--- config.mk ---
export PLATFORM = sky130hd
export DESIGN_NAME = lsu_ctrl
export DESIGN_NICKNAME = d
export VERILOG_FILES = /design/src/rtl/lsu_ctrl.sv
export SDC_FILE = /design/constraint.sdc
export NUM_CORES = 1
export LEC_CHECK = 0
export CORE_MARGIN = 5
export CORE_UTILIZATION = 42
export DETAILED_ROUTE_END_ITERATION = 12
export GPL_TIMING_DRIVEN = 1
export PLACE_DENSITY = 0.76
export SETUP_SLACK_MARGIN = 0.05
export SYNTH_ARGS = -nofsm -noshare
export SYNTH_HDL_FRONTEND = slang
export SYNTH_SLANG_ARGS = --single-unit
--- constraint.sdc ---
create_clock -name clk -period 4 [get_ports clk]
set_input_delay 0.6 -clock clk [delete_from_list [all_inputs] [get_ports clk]]
set_output_delay 0.6 -clock clk [all_outputs]
set_load 0.03 [all_outputs]
--- src/rtl/lsu_ctrl.sv ---
// -----------------------------------------------------------------------------
// lsu_ctrl - load/store controller between the execute stage and a word-only
// data memory.
//
// It accepts one byte, halfword or word load/store at a time and turns it into
// word-aligned memory accesses. Sub-word stores use read-modify-write. Loads
// return sign- or zero-extended data together with a one-cycle done pulse.
//
// Build option:
//   LSU_ALIGN_CHECK_EN
//     Defined: misaligned halfword and word requests complete with err=1.
//     Undefined: the offending low address bits are ignored.
//
// Ports:
//   clk      in   clock, rising edge
//   reset    in   asynchronous, active-high reset
//   req      in   request valid, sampled only while ready=1
//   wr       in   1 = store, 0 = load
//   funct3   in   [2:0] RISC-V size code
//   addr     in   [31:0] byte address
//   wdata    in   [31:0] store data
//   ready    out  idle, can accept a request
//   done     out  one-cycle completion pulse
//   rdata    out  [31:0] load result, valid with done
//   err      out  illegal or misaligned request, valid with done
//   mem_we   out  memory write enable
//   mem_a    out  [31:0] word-aligned memory address
//   mem_wd   out  [31:0] memory write data
//   mem_rd   in   [31:0] memory read data, combinational from mem_a
// -----------------------------------------------------------------------------
module lsu_ctrl (
  input  logic        clk,
  input  logic        reset,
  input  logic        req,
  input  logic        wr,
  input  logic [2:0]  funct3,
  input  logic [31:0] addr,
  input  logic [31:0] wdata,
  output logic        ready,
  output logic        done,
  output logic [31:0] rdata,
  output logic        err,
  output logic        mem_we,
  output logic [31:0] mem_a,
  output logic [31:0] mem_wd,
  input  logic [31:0] mem_rd
);

  typedef enum logic [1:0] {
    IDLE   = 2'd0,
    ACCESS = 2'd1,
    MERGE  = 2'd2,
    RESP   = 2'd3
  } state_t;

  state_t      state_r;
  logic        wr_r;
  logic [2:0]  funct3_r;
  logic [1:0]  addr_lo_r;
  logic [31:0] wdata_r;

  logic        legal_s;
  logic        misalign_s;
  logic        bad_s;

  // Returns 1 when the size code is legal for the given direction.
  function automatic logic req_legal(input logic w, input logic [2:0] f);
    logic ok;
    ok = 1'b0;
    if (w) begin
      case (f)
        3'b000, 3'b001, 3'b010: ok = 1'b1;
        default:                ok = 1'b0;
      endcase
    end else begin
      case (f)
        3'b000, 3'b001, 3'b010, 3'b100, 3'b101: ok = 1'b1;
        default:                                ok = 1'b0;
      endcase
    end
    return ok;
  endfunction

  // Selects the addressed lane of a memory word and extends it to 32 bits.
  // Halfword lane selection uses only off[1], so a misaligned halfword falls
  // back to its enclosing aligned lane when the alignment check is off.
  function automatic logic [31:0] load_extract(input logic [2:0]  f,
                                               input logic [1:0]  off,
                                               input logic [31:0] word);
    logic [7:0]  b;
    logic [15:0] h;
    logic [31:0] r;
    case (off)
      2'b00:   b = word[7:0];
      2'b01:   b = word[15:8];
      2'b10:   b = word[23:16];
      2'b11:   b = word[31:24];
      default: b = 8'h00;
    endcase
    h = off[1] ? word[31:16] : word[15:0];
    case (f)
      3'b000:  r = {{24{b[7]}}, b};
      3'b001:  r = {{16{h[15]}}, h};
      3'b010:  r = word;
      3'b100:  r = {24'h000000, b};
      3'b101:  r = {16'h0000, h};
      default: r = 32'h0000_0000;
    endcase
    return r;
  endfunction

  // Replaces the addressed byte/halfword lane of the old word with store data.
  function automatic logic [31:0] merge_lane(input logic [2:0]  f,
                                             input logic [1:0]  off,
                                             input logic [31:0] old,
                                             input logic [31:0] d);
    logic [31:0] r;
    r = old;
    case (f[1:0])
      2'b00: begin
        case (off)
          2'b00:   r[7:0]   = d[7:0];
          2'b01:   r[15:8]  = d[7:0];
          2'b10:   r[23:16] = d[7:0];
          2'b11:   r[31:24] = d[7:0];
          default: r = old;
        endcase
      end
      2'b01: begin
        if (off[1]) begin
          r[31:16] = d[15:0];
        end else begin
          r[15:0] = d[15:0];
        end
      end
      default: r = d;
    endcase
    return r;
  endfunction

  // Classifies the incoming request as legal / misaligned.
  always_comb begin
    legal_s    = req_legal(wr, funct3);
`ifdef LSU_ALIGN_CHECK_EN
    case (funct3[1:0])
      2'b01:   misalign_s = addr[0];
      2'b10:   misalign_s = (addr[1:0] != 2'b00);
      default: misalign_s = 1'b0;
    endcase
`else
    misalign_s = 1'b0;
`endif
    bad_s      = !legal_s || misalign_s;
  end

  // Controller FSM; every output is a register so reset clears it at once.
  always_ff @(posedge clk or posedge reset) begin
    if (reset) begin
      state_r   <= IDLE;
      wr_r      <= 1'b0;
      funct3_r  <= 3'b000;
      addr_lo_r <= 2'b00;
      wdata_r   <= 32'h0000_0000;
      ready     <= 1'b1;
      done      <= 1'b0;
      err       <= 1'b0;
      rdata     <= 32'h0000_0000;
      mem_we    <= 1'b0;
      mem_a     <= 32'h0000_0000;
      mem_wd    <= 32'h0000_0000;
    end else begin
      case (state_r)
        IDLE: begin
          done   <= 1'b0;
          err    <= 1'b0;
          rdata  <= 32'h0000_0000;
          mem_we <= 1'b0;
          mem_wd <= 32'h0000_0000;
          if (req) begin
            wr_r      <= wr;
            funct3_r  <= funct3;
            addr_lo_r <= addr[1:0];
            wdata_r   <= wdata;
            mem_a     <= {addr[31:2], 2'b00};
            ready     <= 1'b0;
            if (bad_s) begin
              // Errors skip memory entirely and respond next cycle.
              state_r <= RESP;
              done    <= 1'b1;
              err     <= 1'b1;
            end else begin
              state_r <= ACCESS;
              // A word store needs no read, so it writes during ACCESS.
              if (wr && (funct3[1:0] == 2'b10)) begin
                mem_we <= 1'b1;
                mem_wd <= wdata;
              end else begin
                mem_we <= 1'b0;
                mem_wd <= 32'h0000_0000;
              end
            end
          end else begin
            ready <= 1'b1;
          end
        end

        ACCESS: begin
          ready <= 1'b0;
          err   <= 1'b0;
          if (!wr_r) begin
            rdata   <= load_extract(funct3_r, addr_lo_r, mem_rd);
            done    <= 1'b1;
            mem_we  <= 1'b0;
            mem_wd  <= 32'h0000_0000;
            state_r <= RESP;
          end else if (funct3_r[1:0] == 2'b10) begin
            rdata   <= 32'h0000_0000;
            done    <= 1'b1;
            mem_we  <= 1'b0;
            mem_wd  <= 32'h0000_0000;
            state_r <= RESP;
          end else begin
            // Sub-word store: old word is on mem_rd now, write merged word next.
            rdata   <= 32'h0000_0000;
            done    <= 1'b0;
            mem_we  <= 1'b1;
            mem_wd  <= merge_lane(funct3_r, addr_lo_r, mem_rd, wdata_r);
            state_r <= MERGE;
          end
        end

        MERGE: begin
          ready   <= 1'b0;
          err     <= 1'b0;
          rdata   <= 32'h0000_0000;
          done    <= 1'b1;
          mem_we  <= 1'b0;
          mem_wd  <= 32'h0000_0000;
          state_r <= RESP;
        end

        RESP: begin
          ready   <= 1'b1;
          done    <= 1'b0;
          err     <= 1'b0;
          rdata   <= 32'h0000_0000;
          mem_we  <= 1'b0;
          mem_wd  <= 32'h0000_0000;
          state_r <= IDLE;
        end

        default: begin
          ready   <= 1'b1;
          done    <= 1'b0;
          err     <= 1'b0;
          rdata   <= 32'h0000_0000;
          mem_we  <= 1'b0;
          mem_wd  <= 32'h0000_0000;
          state_r <= IDLE;
        end
      endcase
    end
  end

endmodule

**Yosys cells after proc, flatten, opt, wreduce, memory -nomap -nowiden**

Cells that the tools add are included.
W data, S select, Z words.

- Add/sub/neg operators: 0
- Multipliers: 0
- Div/mod/pow operators: 0
- Magnitude comparators: 0
- Equal/unequal tests: 18
- Shift operators: 0
- Multiplexer cells: 40
- Bitwise logic cells: 0
- Reductions and logical operators: 13

Operators by type and width:

| operator | number |
|---|---|
| $mux W32 | 6 |
| $pmux W32 S5 | 1 |
| $pmux W32 S2 | 2 |
| $pmux W32 S3 | 1 |
| $mux W16 | 3 |
| $mux W8 | 4 |
| $pmux W8 S4 | 1 |
| $mux W1 | 15 |
| $eq A2 B2 Y1 const B | 6 |
| $eq A3 B3 Y1 const B | 4 |
| $reduce_or A3 Y1 | 3 |
| $pmux W2 S4 | 1 |
| $eq A2 B1 Y1 const B | 3 |
| $eq A3 B1 Y1 const B | 2 |
| $eq A3 B2 Y1 const B | 2 |
| $logic_not A2 Y1 | 3 |
| $logic_not A3 Y1 | 2 |
| $pmux W1 S3 | 2 |
| $reduce_or A5 Y1 | 1 |
| $mux W2 | 2 |
| $pmux W1 S4 | 1 |
| $reduce_or A2 Y1 | 2 |
| $ne A2 B2 Y1 const B | 1 |
| $pmux W1 S2 | 1 |
| other kinds (2) | 2 |

- Flip-flop bits (word level): 138
- Latch bits: 0
- Memory bits (writable): 0
- ROM bits: 0
- Bits of input ports: 103
- Output and inout port bits: 100
- Word-level logic and storage cells: 83
- Memories: 0

**Depth between registers and ports, before layout**

- Depth in word-level cells: 7
- Gate-level depth with buffers: 7
- Depth with buffers taken out: 6

**Worst setup path after synthesis**

Ideal clock, no wire load.

- Kind: flip-flop to flip-flop
- Start: register state_r[0]
- End: register mem_a[29]
- Setup time: 0.125 ns
- Data arrival time: 1.562 ns
- Required time: 3.875 ns
- Path slack: 2.314 ns
- Cell stages (with the launch flop): 7
- Path buffers: 2
- Clock period less this slack: 1.686 ns
- Cells stage by stage: dfrtp_1 > inv_1 > ha_1 > nand2_1 > buf_2 > buf_2 > mux2_2

- Cells in the longest elaborated chain, start to end: 2

Ends and longest elaborated chain:

| element | line | text |
|---|---|---|
| from (decl) | 56 | `state_t state_r;` |
| from (signal assigned) | 159 | `state_r <= IDLE;` |
| from (signal assigned) | 188 | `state_r <= RESP;` |
| from (signal assigned) | 192 | `state_r <= ACCESS;` |
| $logic_not A2 Y1 | 172 | `case (state_r)` |
| $reduce_and A2 Y1 (no source line) | -- |  |
| to (signal assigned) | 184 | `mem_a <= {addr[31:2], 2'b00};` |
| to (decl) | 44 | `output logic [31:0] mem_a,` |

No other way between the ends.
A chain may end at the register's enable or synchronous reset.

**Worst setup path after layout**

- Start: register state_r[0]
- End: register mem_a[7]

Same word-level chain as after synthesis.

==> metrics.yaml <==
outcome: "finished clean"
period_share_pct: 61.6
clock_sinks: 138
cts-buffers-inserted: 17
cts_max_path_buffers: 2
ioPinCount: 203
core-area_sq_um: 15100
crit_chain: "inv_1 > ha_1 > nand2_2 > buf_4 > mux2_2"
cts_resized: 0
wirelength_um: 19500
path_delay_family: "simple AND/OR/NAND/NOR gates"
rows: 45
cp_max_fo: 43
drt_iter0_markers: 510
path_depth: 5
fp.dieW_um: 134
nNetsFinal: 834
synth_seq_cells: 138
dieArea_sq_um: 17900
cts_hold_buf: 0
antenna_found_initial: 0
hold_violations: 0
overflow: 0
fill_cells: 1174
fin_skew_ps: 7.96
drv_slew: 0
slowest_delay_ps: 810
arrival_ps: 2760
p_leak_nw: 3.85
drive_gt1_share_pct: 21.2
dp_slack_ps: 1150
yosysSeqAreaShare_pct: 53.7
synth_area_per_cell_sq_um: 12.0
slowest_stage: "nand2_2"
reg2regPathDepth: 5
worstMarginPinSlew_ps: 1160
synth-async-reset-ratio_pct: 100
routabilityCongestion: 0.890
vias: 5153
finalSetupViolCount: 0
wire_per_inst_um: 21.0
peakVddDrop_uv: 480
grt_pass1_vias: 5513
fin_area_sq_um: 9250
synth.cell_area_sq_um: 6440
dp_cells: 895
startpoint_type: "flip-flop"
die_h_um: 134
grt_max_degree: 67
power-per-cell-area_nw_per_um2: 808
max-slew-margin-rel_pct: 22.0
dp_hpwl_um: 14200
grt_pass1_wl_um: 30600
layoutNonFillerInstCount: 927
ys.warnings.count: 0
clk_latency_ps: 420
drt_first_pass_iters: 6
start_util_pct: 42.5
placed_cell_area_sq_um: 8550
portBuffers: 200
antennaDiodeCount: 0
cts_htree_levels: 4
ys.flop_type: "dfrtp_1"
rsz0062_at_grt: "false"
fin_ws_ps: 1530
path_buf_inv: 2
final_core_util_pct: 61.1
cts-root-buf: "clkbuf_16"
clock.fmax_mhz: 406
clk_pin_slew_worst_paths_ps: 60
vias_per_cell: 5.56
required_ps: 4300
drc: 0
post-cts-setup-buffers: 0
setup.worst_path.class: "reg -> reg"
tritoncts: "done"
hold_slack_ps: 504
drv_cap: 0
min_period_ps: 2470
power_mw: 7.47
crit_path_end_kind: "flip-flop"
syn_inst: 537
tns_ps: 0
min_path_cells: 1
areaGrowthSynthToFinish_pct: 43.7
synth_edf_count: 0
yosysUniqueCellTypes: 43
min_path_type: "reg -> reg"
ant_nets: 0
grtUsageTotal_pct: 22.1
## cell families (layout without fill, tap and decap cells)
kind of cell    Yosys count  after routing  share of synthesized area, %
flops                   138            138                          53.7
simple gates             99             99                          7.37
fa+ha+maj                 5              5                         0.972
compound gates          132            132                          13.5
mux                     117            117                          20.7
buf+inv                  45            246                          3.69
other cells               1              2                        0.0582
## layout make-up
type | count | area [sq um] | share of cell area, %
Multi-Input combinational cell | 355 | 2760 | 29.8
Clock inverter | 12 | 243 | 2.62
Sequential cell | 138 | 3450 | 37.3
Inverter | 5 | 22.5 | 0.243
Tap cell | 188 | 235 | 2.54
Timing Repair Buffer | 209 | 2080 | 22.5
Clock buffer | 20 | 457 | 4.94
## worst paths after layout
check | startpoint | end | slack (ps)
min reg2reg | mem_a[14] | mem_a[14] | 500
max | state_r[0] | mem_a[7] | 1530
max in group asynchronous | reset | wdata_r[22] | 2370
max reg2reg | state_r[0] | mem_a[7] | 1530
min | mem_a[14] | mem_a[14] | 500
min in group asynchronous | reset | mem_wd[26] | 660
## registers in the layout, indices dropped and copies added (netlist names)
register / flops
state_r: 2
ready: 1
rdata: 32
mem_a: 30
wdata_r: 32
wr_r: 1
mem_we: 1
mem_wd: 32
err: 1
funct3_r: 3
addr_lo_r: 2
done: 1
## per-layer routing
metal  global-route usage (%)  vias to the layer above  share of wire, %
met2                     35.4                      235                47
met3                     6.30                       30               7.9
met1                     28.9                     2573                43
li1                         -                     2315                 -
met4                     7.71                        0               2.2
met5                        0                        -                 0
## cell usage in the layout, fill, tap and decap left out, types with 3 or more instances in the layout
cell | synthesis | layout
nor2b_1 | 13 | 13
nand2b_1 | 14 | 14
o211ai_1 | 6 | 6
mux2_4 | 8 | 8
mux2i_1 | 11 | 11
ha_1 | 5 | 5
buf_4 | 5 | 8
a222oi_1 | 15 | 15
bufinv_16 | 0 | 7
clkdlybuf4s50_1 | 0 | 200
o21ai_0 | 18 | 18
a22oi_1 | 16 | 16
dfrtp_1 | 137 | 137
clkbuf_16 | 0 | 17
nor2_1 | 9 | 9
a2bb2oi_1 | 8 | 8
a211o_1 | 3 | 3
clkinvlp_4 | 0 | 4
mux2_2 | 98 | 98
a21oi_1 | 44 | 44
nand2_1 | 52 | 51
inv_1 | 5 | 4
o21ai_1 | 14 | 14
## where the power goes
| group | total (mW) | switching [mW] | internal [mW] |
|---|---|---|---|
| clock network | 1.85 | 0.591 | 1.26 |
| logic | 3.30 | 1.77 | 1.54 |
| registers | 2.32 | 0.418 | 1.90 |
## synthesized netlist by cell type, drive strengths merged (3+ instances only)
| master | n | share of area, % |
|---|---|---|
| clkbuf | 13 | 0.76 |
| inv | 5 | 0.29 |
| nor3 | 3 | 0.31 |
| nand2b | 14 | 1.4 |
| o21ai | 33 | 2.6 |
| nor2b | 13 | 1.3 |
| a2bb2oi | 8 | 1.1 |
| mux2 | 106 | 19 |
| mux2i | 11 | 1.7 |
| a21oi | 45 | 3.7 |
| a211o | 3 | 0.41 |
| dfrtp | 137 | 53 |
| o211ai | 6 | 0.70 |
| nor2 | 10 | 0.62 |
| ha | 5 | 0.97 |
| a22oi | 16 | 1.9 |
| buf | 27 | 2.6 |
| a222oi | 15 | 2.3 |
| nand2 | 53 | 3.1 |
No activity file was read; power rests on OpenSTA's default activity.
